===== src/rtl/alu_pkg.sv =====
// Shared ALU control definitions: ALU_Ctrl codes, RV32I opcodes/funct fields and the
// decoded-op bundle carried through the issue registers.
package alu_pkg;

    typedef enum logic [3:0] {
        ALU_ADD  = 4'b0000,
        ALU_SUB  = 4'b1000,
        ALU_SLL  = 4'b0001,
        ALU_SLT  = 4'b0010,
        ALU_SLTU = 4'b0011,
        ALU_XOR  = 4'b0100,
        ALU_SRL  = 4'b0101,
        ALU_SRA  = 4'b1101,
        ALU_OR   = 4'b0110,
        ALU_AND  = 4'b0111
    } alu_ctrl_e;

    localparam logic [6:0] OPC_OP     = 7'b0110011;
    localparam logic [6:0] OPC_OP_IMM = 7'b0010011;
    localparam logic [6:0] OPC_LOAD   = 7'b0000011;
    localparam logic [6:0] OPC_STORE  = 7'b0100011;
    localparam logic [6:0] OPC_BRANCH = 7'b1100011;
    localparam logic [6:0] OPC_LUI    = 7'b0110111;
    localparam logic [6:0] OPC_AUIPC  = 7'b0010111;
    localparam logic [6:0] OPC_JAL    = 7'b1101111;
    localparam logic [6:0] OPC_JALR   = 7'b1100111;

    localparam logic [2:0] F3_ADD_SUB = 3'b000;
    localparam logic [2:0] F3_SLL     = 3'b001;
    localparam logic [2:0] F3_SLT     = 3'b010;
    localparam logic [2:0] F3_SLTU    = 3'b011;
    localparam logic [2:0] F3_XOR     = 3'b100;
    localparam logic [2:0] F3_SR      = 3'b101;
    localparam logic [2:0] F3_OR      = 3'b110;
    localparam logic [2:0] F3_AND     = 3'b111;

    localparam logic [2:0] F3_BEQ  = 3'b000;
    localparam logic [2:0] F3_BNE  = 3'b001;
    localparam logic [2:0] F3_BLT  = 3'b100;
    localparam logic [2:0] F3_BGE  = 3'b101;
    localparam logic [2:0] F3_BLTU = 3'b110;
    localparam logic [2:0] F3_BGEU = 3'b111;

    localparam logic [6:0] F7_BASE = 7'b0000000;
    localparam logic [6:0] F7_ALT  = 7'b0100000;

    typedef struct packed {
        logic        illegal;
        logic [3:0]  ctrl;
        logic [31:0] src1;
        logic [31:0] src2;
    } alu_op_t;

endpackage


===== src/rtl/alu_ctrl_decode.sv =====
// Combinational RV32I decode into ALU_Ctrl and the two ALU operands; unsupported
// encodings come out as illegal with a harmless control code and zero operands.
module alu_ctrl_decode
    import alu_pkg::*;
#(
    parameter logic [3:0] ILLEGAL_CTRL = 4'b0000
) (
    input  logic [31:0] instr,
    input  logic [31:0] pc,
    input  logic [31:0] rs1,
    input  logic [31:0] rs2,
    output logic [3:0]  ctrl,
    output logic [31:0] src1,
    output logic [31:0] src2,
    output logic        illegal
);

    logic [6:0]  opcode;
    logic [2:0]  funct3;
    logic [6:0]  funct7;
    logic [31:0] imm_i;
    logic [31:0] imm_s;
    logic [31:0] imm_u;
    logic        is_shift;

    assign opcode   = instr[6:0];
    assign funct3   = instr[14:12];
    assign funct7   = instr[31:25];
    assign imm_i    = {{20{instr[31]}}, instr[31:20]};
    assign imm_s    = {{20{instr[31]}}, instr[31:25], instr[11:7]};
    assign imm_u    = {instr[31:12], 12'b0};
    assign is_shift = (funct3 == F3_SLL) || (funct3 == F3_SR);

    // opcode includes instr[1:0], so a non-11 low pair falls into the default arm
    always_comb begin
        illegal = 1'b0;
        ctrl    = ALU_ADD;
        src1    = rs1;
        src2    = rs2;
        case (opcode)
            OPC_OP: begin
                ctrl    = {instr[30], funct3};
                illegal = !((funct7 == F7_BASE) ||
                            ((funct7 == F7_ALT) && ((funct3 == F3_ADD_SUB) || (funct3 == F3_SR))));
                if (is_shift) src2 = {27'b0, rs2[4:0]};
            end
            OPC_OP_IMM: begin
                ctrl = {1'b0, funct3};
                src2 = imm_i;
                if (is_shift) begin
                    ctrl    = {instr[30], funct3};
                    src2    = {27'b0, instr[24:20]};
                    illegal = !((funct7 == F7_BASE) || ((funct7 == F7_ALT) && (funct3 == F3_SR)));
                end
            end
            OPC_LOAD:  src2 = imm_i;
            OPC_STORE: src2 = imm_s;
            OPC_BRANCH: begin
                case (funct3)
                    F3_BEQ, F3_BNE:   ctrl = ALU_SUB;
                    F3_BLT, F3_BGE:   ctrl = ALU_SLT;
                    F3_BLTU, F3_BGEU: ctrl = ALU_SLTU;
                    default:          illegal = 1'b1;
                endcase
            end
            OPC_LUI: begin
                src1 = 32'd0;
                src2 = imm_u;
            end
            OPC_AUIPC: begin
                src1 = pc;
                src2 = imm_u;
            end
            OPC_JAL, OPC_JALR: begin
                src1 = pc;
                src2 = 32'd4;
            end
            default: illegal = 1'b1;
        endcase
        if (illegal) begin
            ctrl = ILLEGAL_CTRL;
            src1 = 32'd0;
            src2 = 32'd0;
        end
    end

endmodule


===== src/rtl/alu_ctrl_issue.sv =====
// Registered issue stage between register-read and execute for the ALU control interface.
// Build option ALU_CTRL_ISSUE_SKID_EN adds a one-entry skid so in_ready comes from a flop.
module alu_ctrl_issue
    import alu_pkg::*;
#(
    parameter int         XLEN         = 32,
    parameter logic [3:0] ILLEGAL_CTRL = 4'b0000
) (
    input  logic            clk,
    input  logic            rst_n,
    input  logic            in_valid,
    output logic            in_ready,
    input  logic [XLEN-1:0] in_instr,
    input  logic [XLEN-1:0] in_pc,
    input  logic [XLEN-1:0] in_rs1,
    input  logic [XLEN-1:0] in_rs2,
    output logic            out_valid,
    input  logic            out_ready,
    output logic [XLEN-1:0] alu_src1,
    output logic [XLEN-1:0] alu_src2,
    output logic [3:0]      ALU_Ctrl,
    output logic            out_illegal
);

    // Handshake: a beat moves on a side only in a cycle where valid && ready are both
    // high at the rising edge; a held output beat keeps every output field unchanged.

    alu_op_t dec_op;
    alu_op_t out_q;
    logic    out_valid_q;

    alu_ctrl_decode #(
        .ILLEGAL_CTRL(ILLEGAL_CTRL)
    ) u_decode (
        .instr  (in_instr),
        .pc     (in_pc),
        .rs1    (in_rs1),
        .rs2    (in_rs2),
        .ctrl   (dec_op.ctrl),
        .src1   (dec_op.src1),
        .src2   (dec_op.src2),
        .illegal(dec_op.illegal)
    );

`ifdef ALU_CTRL_ISSUE_SKID_EN
    alu_op_t skid_q;
    logic    skid_full_q;
    logic    in_fire;
    logic    out_free;

    assign in_ready = !skid_full_q;
    assign in_fire  = in_valid && !skid_full_q;
    assign out_free = !out_valid_q || out_ready;

    // A full skid blocks input, so skid refill and skid drain never coincide
    always_ff @(posedge clk or negedge rst_n) begin
        if (!rst_n) begin
            out_valid_q <= 1'b0;
            out_q       <= '0;
            skid_full_q <= 1'b0;
            skid_q      <= '0;
        end else if (out_free) begin
            if (skid_full_q) begin
                out_q       <= skid_q;
                out_valid_q <= 1'b1;
                skid_full_q <= 1'b0;
            end else if (in_fire) begin
                out_q       <= dec_op;
                out_valid_q <= 1'b1;
            end else begin
                out_valid_q <= 1'b0;
            end
        end else if (in_fire) begin
            skid_q      <= dec_op;
            skid_full_q <= 1'b1;
        end
    end
`else
    assign in_ready = !out_valid_q || out_ready;

    always_ff @(posedge clk or negedge rst_n) begin
        if (!rst_n) begin
            out_valid_q <= 1'b0;
            out_q       <= '0;
        end else if (in_valid && in_ready) begin
            out_q       <= dec_op;
            out_valid_q <= 1'b1;
        end else if (out_ready) begin
            out_valid_q <= 1'b0;
        end
    end
`endif

    assign out_valid   = out_valid_q;
    assign out_illegal = out_q.illegal;
    assign ALU_Ctrl    = out_q.ctrl;
    assign alu_src1    = out_q.src1;
    assign alu_src2    = out_q.src2;

endmodule


===== config.mk =====
export PLATFORM = sky130hd
export DESIGN_NAME = alu_ctrl_issue
export DESIGN_NICKNAME = d
export VERILOG_FILES = /design/src/rtl/alu_pkg.sv /design/src/rtl/alu_ctrl_decode.sv /design/src/rtl/alu_ctrl_issue.sv
export SDC_FILE = /design/constraint.sdc
export NUM_CORES = 1
export LEC_CHECK = 0
export CORE_AREA = 4 4 98 100
export DETAILED_ROUTE_END_ITERATION = 8
export DIE_AREA = 0 0 102 104
export PLACE_DENSITY = 0.87
export SLEW_MARGIN = 30
export SYNTH_ARGS = -nofsm -noshare
export SYNTH_HDL_FRONTEND = slang
export SYNTH_SLANG_ARGS = --single-unit
export TNS_END_PERCENT = 10

===== constraint.sdc =====
create_clock -name clk -period 2.2 [get_ports clk]
set_input_delay 0.66 -clock clk [delete_from_list [all_inputs] [get_ports clk]]
set_output_delay 0.66 -clock clk [all_outputs]
set_load 0.01 [all_outputs]

==> flow_metrics.env <==
export IMPL_overflow=0
export IMPL_cts_buffers=9
export IMPL_rsz0062_at_grt="true"
export IMPL_r2r_cells=7
export IMPL_vias=3986
export IMPL_ir_worst_vdd_mv=0.3352
export IMPL_avgViaCountPerCell=5.630
export IMPL_synth_seq_cells=70
export IMPL_combPwrFrac_pct=22.8
export IMPL_period_share_pct=101.7
export IMPL_wl_um=13790
export IMPL_critical_path_cell_chain="clkdlybuf4s50_1 > nand2b_1 > nor2_1 > o211ai_1 > nand4_4 > buf_12 > buf_4 > o31ai_2"
export IMPL_startpoint_type="input pin"
export IMPL_multi_input_area_um2=1664
export IMPL_area_growth_pct=80.28
export IMPL_tightest_slew_ns=0.5080
export IMPL_crit_type="input pin to register"
export IMPL_drv_cap=0
export IMPL_htreeDepth=3
export IMPL_most_common_layout_cells="clkdlybuf4s50_1, nand2_1, dfrtp_1, o21ai_1, a22oi_1"
export IMPL_drive_gt1_share_pct=17.00
export IMPL_initialDrtViolationCount=174
export IMPL_insertion_delay_ns=0.34
export IMPL_port_buffers=202
export IMPL_synth_main_ff_cell="dfrtp_1"
export IMPL_slew_headroom_pct=66.13
export IMPL_first_pass_iters=5
export IMPL_max_stage_delay_ns=0.51
export IMPL_cp_max_fo=7
export IMPL_cp_startpoint="in_instr[13]"
export IMPL_clkPwrFrac_pct=31.9
export IMPL_internal_power_uw=2176
export IMPL_failed_checks="setup timing"
export IMPL_syn_nets=498
export IMPL_seq_power_share_pct=45.3
export IMPL_crit_required_ns=2.45
export IMPL_holdWs_ns=0.2643
export IMPL_cts_buffer_depth=2
export IMPL_synth_area_per_cell_um2=9.569
export IMPL_crit_slowest_cell="clkdlybuf4s50_1"
export IMPL_ios=203
export IMPL_p_per_area_nw_per_um2=472.1
export IMPL_p_switching_uw=804.3
export IMPL_dp_hpwl_um=9646
export IMPL_die_y_um=104
export IMPL_hold_violations=0
export IMPL_die_w_um=102
export IMPL_finalCriticalPeriod_ns=2.238
export IMPL_drv_slew=0
export IMPL_crit_end="ALU_Ctrl[0]"
export IMPL_synth_cells=366
export IMPL_arrival_ns=2.49
export IMPL_gp_congestion=1.021
export IMPL_synth_edff_count=0
export IMPL_fin_area_um2=6314
export IMPL_grt_pass1_vias=4013
export IMPL_yosysSeqAreaShare_pct=50.02
export IMPL_r2r_setup_slack_ns=0.60
export IMPL_grt_first_pass_wirelength_um=20220
export IMPL_row_count=34
export IMPL_root_buffer="clkbuf_8"
export IMPL_syn_area_um2=3502
export IMPL_grt_use_total_pct=24.18
export IMPL_wire_per_inst_um=19.47
export IMPL_nNetsFinal=727
export IMPL_yosys_warnings=0
export IMPL_setup_viol=6
export IMPL_synth_distinct_cells=39
export IMPL_n_antenna_cell=0
export IMPL_place_area_um2=5877
export IMPL_swShare_pct=26.98
export IMPL_drc=0
export IMPL_final_common_cell="clkdlybuf4s50_1"
export IMPL_leakagePower_uw=0.002657
export IMPL_antenna_found_initial=0
export IMPL_r2r_end="ALU_Ctrl[0]"
export IMPL_start_util_pct=40.35
export IMPL_postCtsHoldBufs=0
export IMPL_hold_class="input pin to async pin"
export IMPL_dieArea_um2=10610
export IMPL_status="finished with violations"
export IMPL_async_flop_share_pct=100.0
export IMPL_ant_nets=0
export IMPL_cts_tree="yes"
export IMPL_cts_sinks=70
export IMPL_seqCellArea_um2=1752
export IMPL_fin_ws_ns=-0.03840
export IMPL_r2r_start="out_valid"
export IMPL_clock_fmax_ghz=0.4467
export IMPL_utilization_pct=72.75
export IMPL_clk_pin_slew_ns=0.09
export IMPL_core_area_um2=8678
export IMPL_end_kind="register"
export IMPL_dp_slack_ns=-0.4963
export IMPL_finClkSkew_ns=0.01356
export IMPL_num_fill_cells=617
export IMPL_grt_max_degree=39
layout make-up:
cell class	instances	share of cell area, %
multi-input combinational	260	26.36
clock buffer	11	2.239
timing repair buffer	250	40.73
tap	108	2.140
sequential	70	27.74
clock inverter	5	0.5549
inverter	4	0.2378
cell families (layout without fill, tap and decap cells):
group,after synthesis,after routing,synth area share (%)
AOI/OAI and AO/OA,150,150,29.90
and+or+nand+nor,105,105,13.43
DFF,70,70,50.02
buffers and inverters,36,270,5.215
muxes,5,5,1.429
timing repair:
| action | CTS | global route |
|---|---|---|
| cloned | 1 | 3 |
| setup endpoints to repair | 69 | 69 |
| pin swaps | 6 | 8 |
| gates resized for setup | 14 | 56 |
| buffers inserted | 0 | 5 |
metrics by stage:
stage,cells,setup TNS [ns],total power [µW]
final,708,-0.08999,2981
after global routing,708,-2.403,3107
after CTS,700,-0.001732,2964
after detailed placement,683,-29.56,2019
after global placement,683,-25.33,2002
after floorplan,366,0,1564
Yosys cell counts (2+ instances only):
| library cell | n | area share (%) |
|---|---|---|
| o21ai_1 | 18 | 2.6 |
| a21oi_1 | 9 | 1.3 |
| clkbuf_1 | 23 | 2.5 |
| a211oi_1 | 4 | 0.86 |
| a22oi_1 | 39 | 8.4 |
| nor4_1 | 2 | 0.36 |
| inv_1 | 4 | 0.43 |
| nand2_1 | 72 | 7.7 |
| a221oi_2 | 12 | 5.1 |
| dfrtp_1 | 70 | 50 |
| nand2b_1 | 5 | 0.89 |
| a21o_1 | 2 | 0.43 |
| or2_2 | 2 | 0.36 |
| mux2i_1 | 5 | 1.4 |
| o21ai_0 | 49 | 7.0 |
| nand3_1 | 2 | 0.29 |
| nor2_1 | 13 | 1.4 |
| a221oi_1 | 8 | 2.0 |
| nor3_1 | 2 | 0.29 |
| buf_6 | 6 | 1.9 |
worst min-delay path by stage:
stage / start / to / slack (ns) / depth (start not counted)
floorplan: rst_n / ALU_Ctrl[0] / 0.36 / 0
global placement: alu_src2[17] / alu_src2[17] / 0.46 / 2
detailed placement: alu_src1[5] / alu_src1[5] / 0.47 / 2
CTS: rst_n / alu_src2[11] / 0.28 / 1
global route: rst_n / alu_src2[11] / 0.29 / 1
finish: rst_n / alu_src2[11] / 0.26 / 1
flip-flops by register name (all words and copies together) (netlist names):
signal / flops
alu_src1: 32
out_valid: 1
out_illegal: 1
ALU_Ctrl: 4
alu_src2: 32
power by group through the flow:
stage	clock, µW	sequential, µW	combinational [µW]
after global routing	1030	1360	721
after detailed placement	0	1380	644
after CTS	961	1350	652
after floorplan	0	1390	170
after global placement	0	1370	628
final	951	1350	678
worst max-delay path, delay by kind of cell:
kind                   cells  cell delay [ns]
buffers and inverters      3             0.83
AND/OR/NAND/NOR            3             0.44
AO/OA/AOI/OAI              2             0.56
layer usage:
metal	vias to the layer above	track usage (%)	wire length (µm)
met3	41	6.103	1243
met4	0	11.25	491
met2	229	41.74	7110
met5	-	0	0
li1	1804	-	-
met1	1912	27.42	4942
Note: power is estimated with default switching activity, not from simulation.
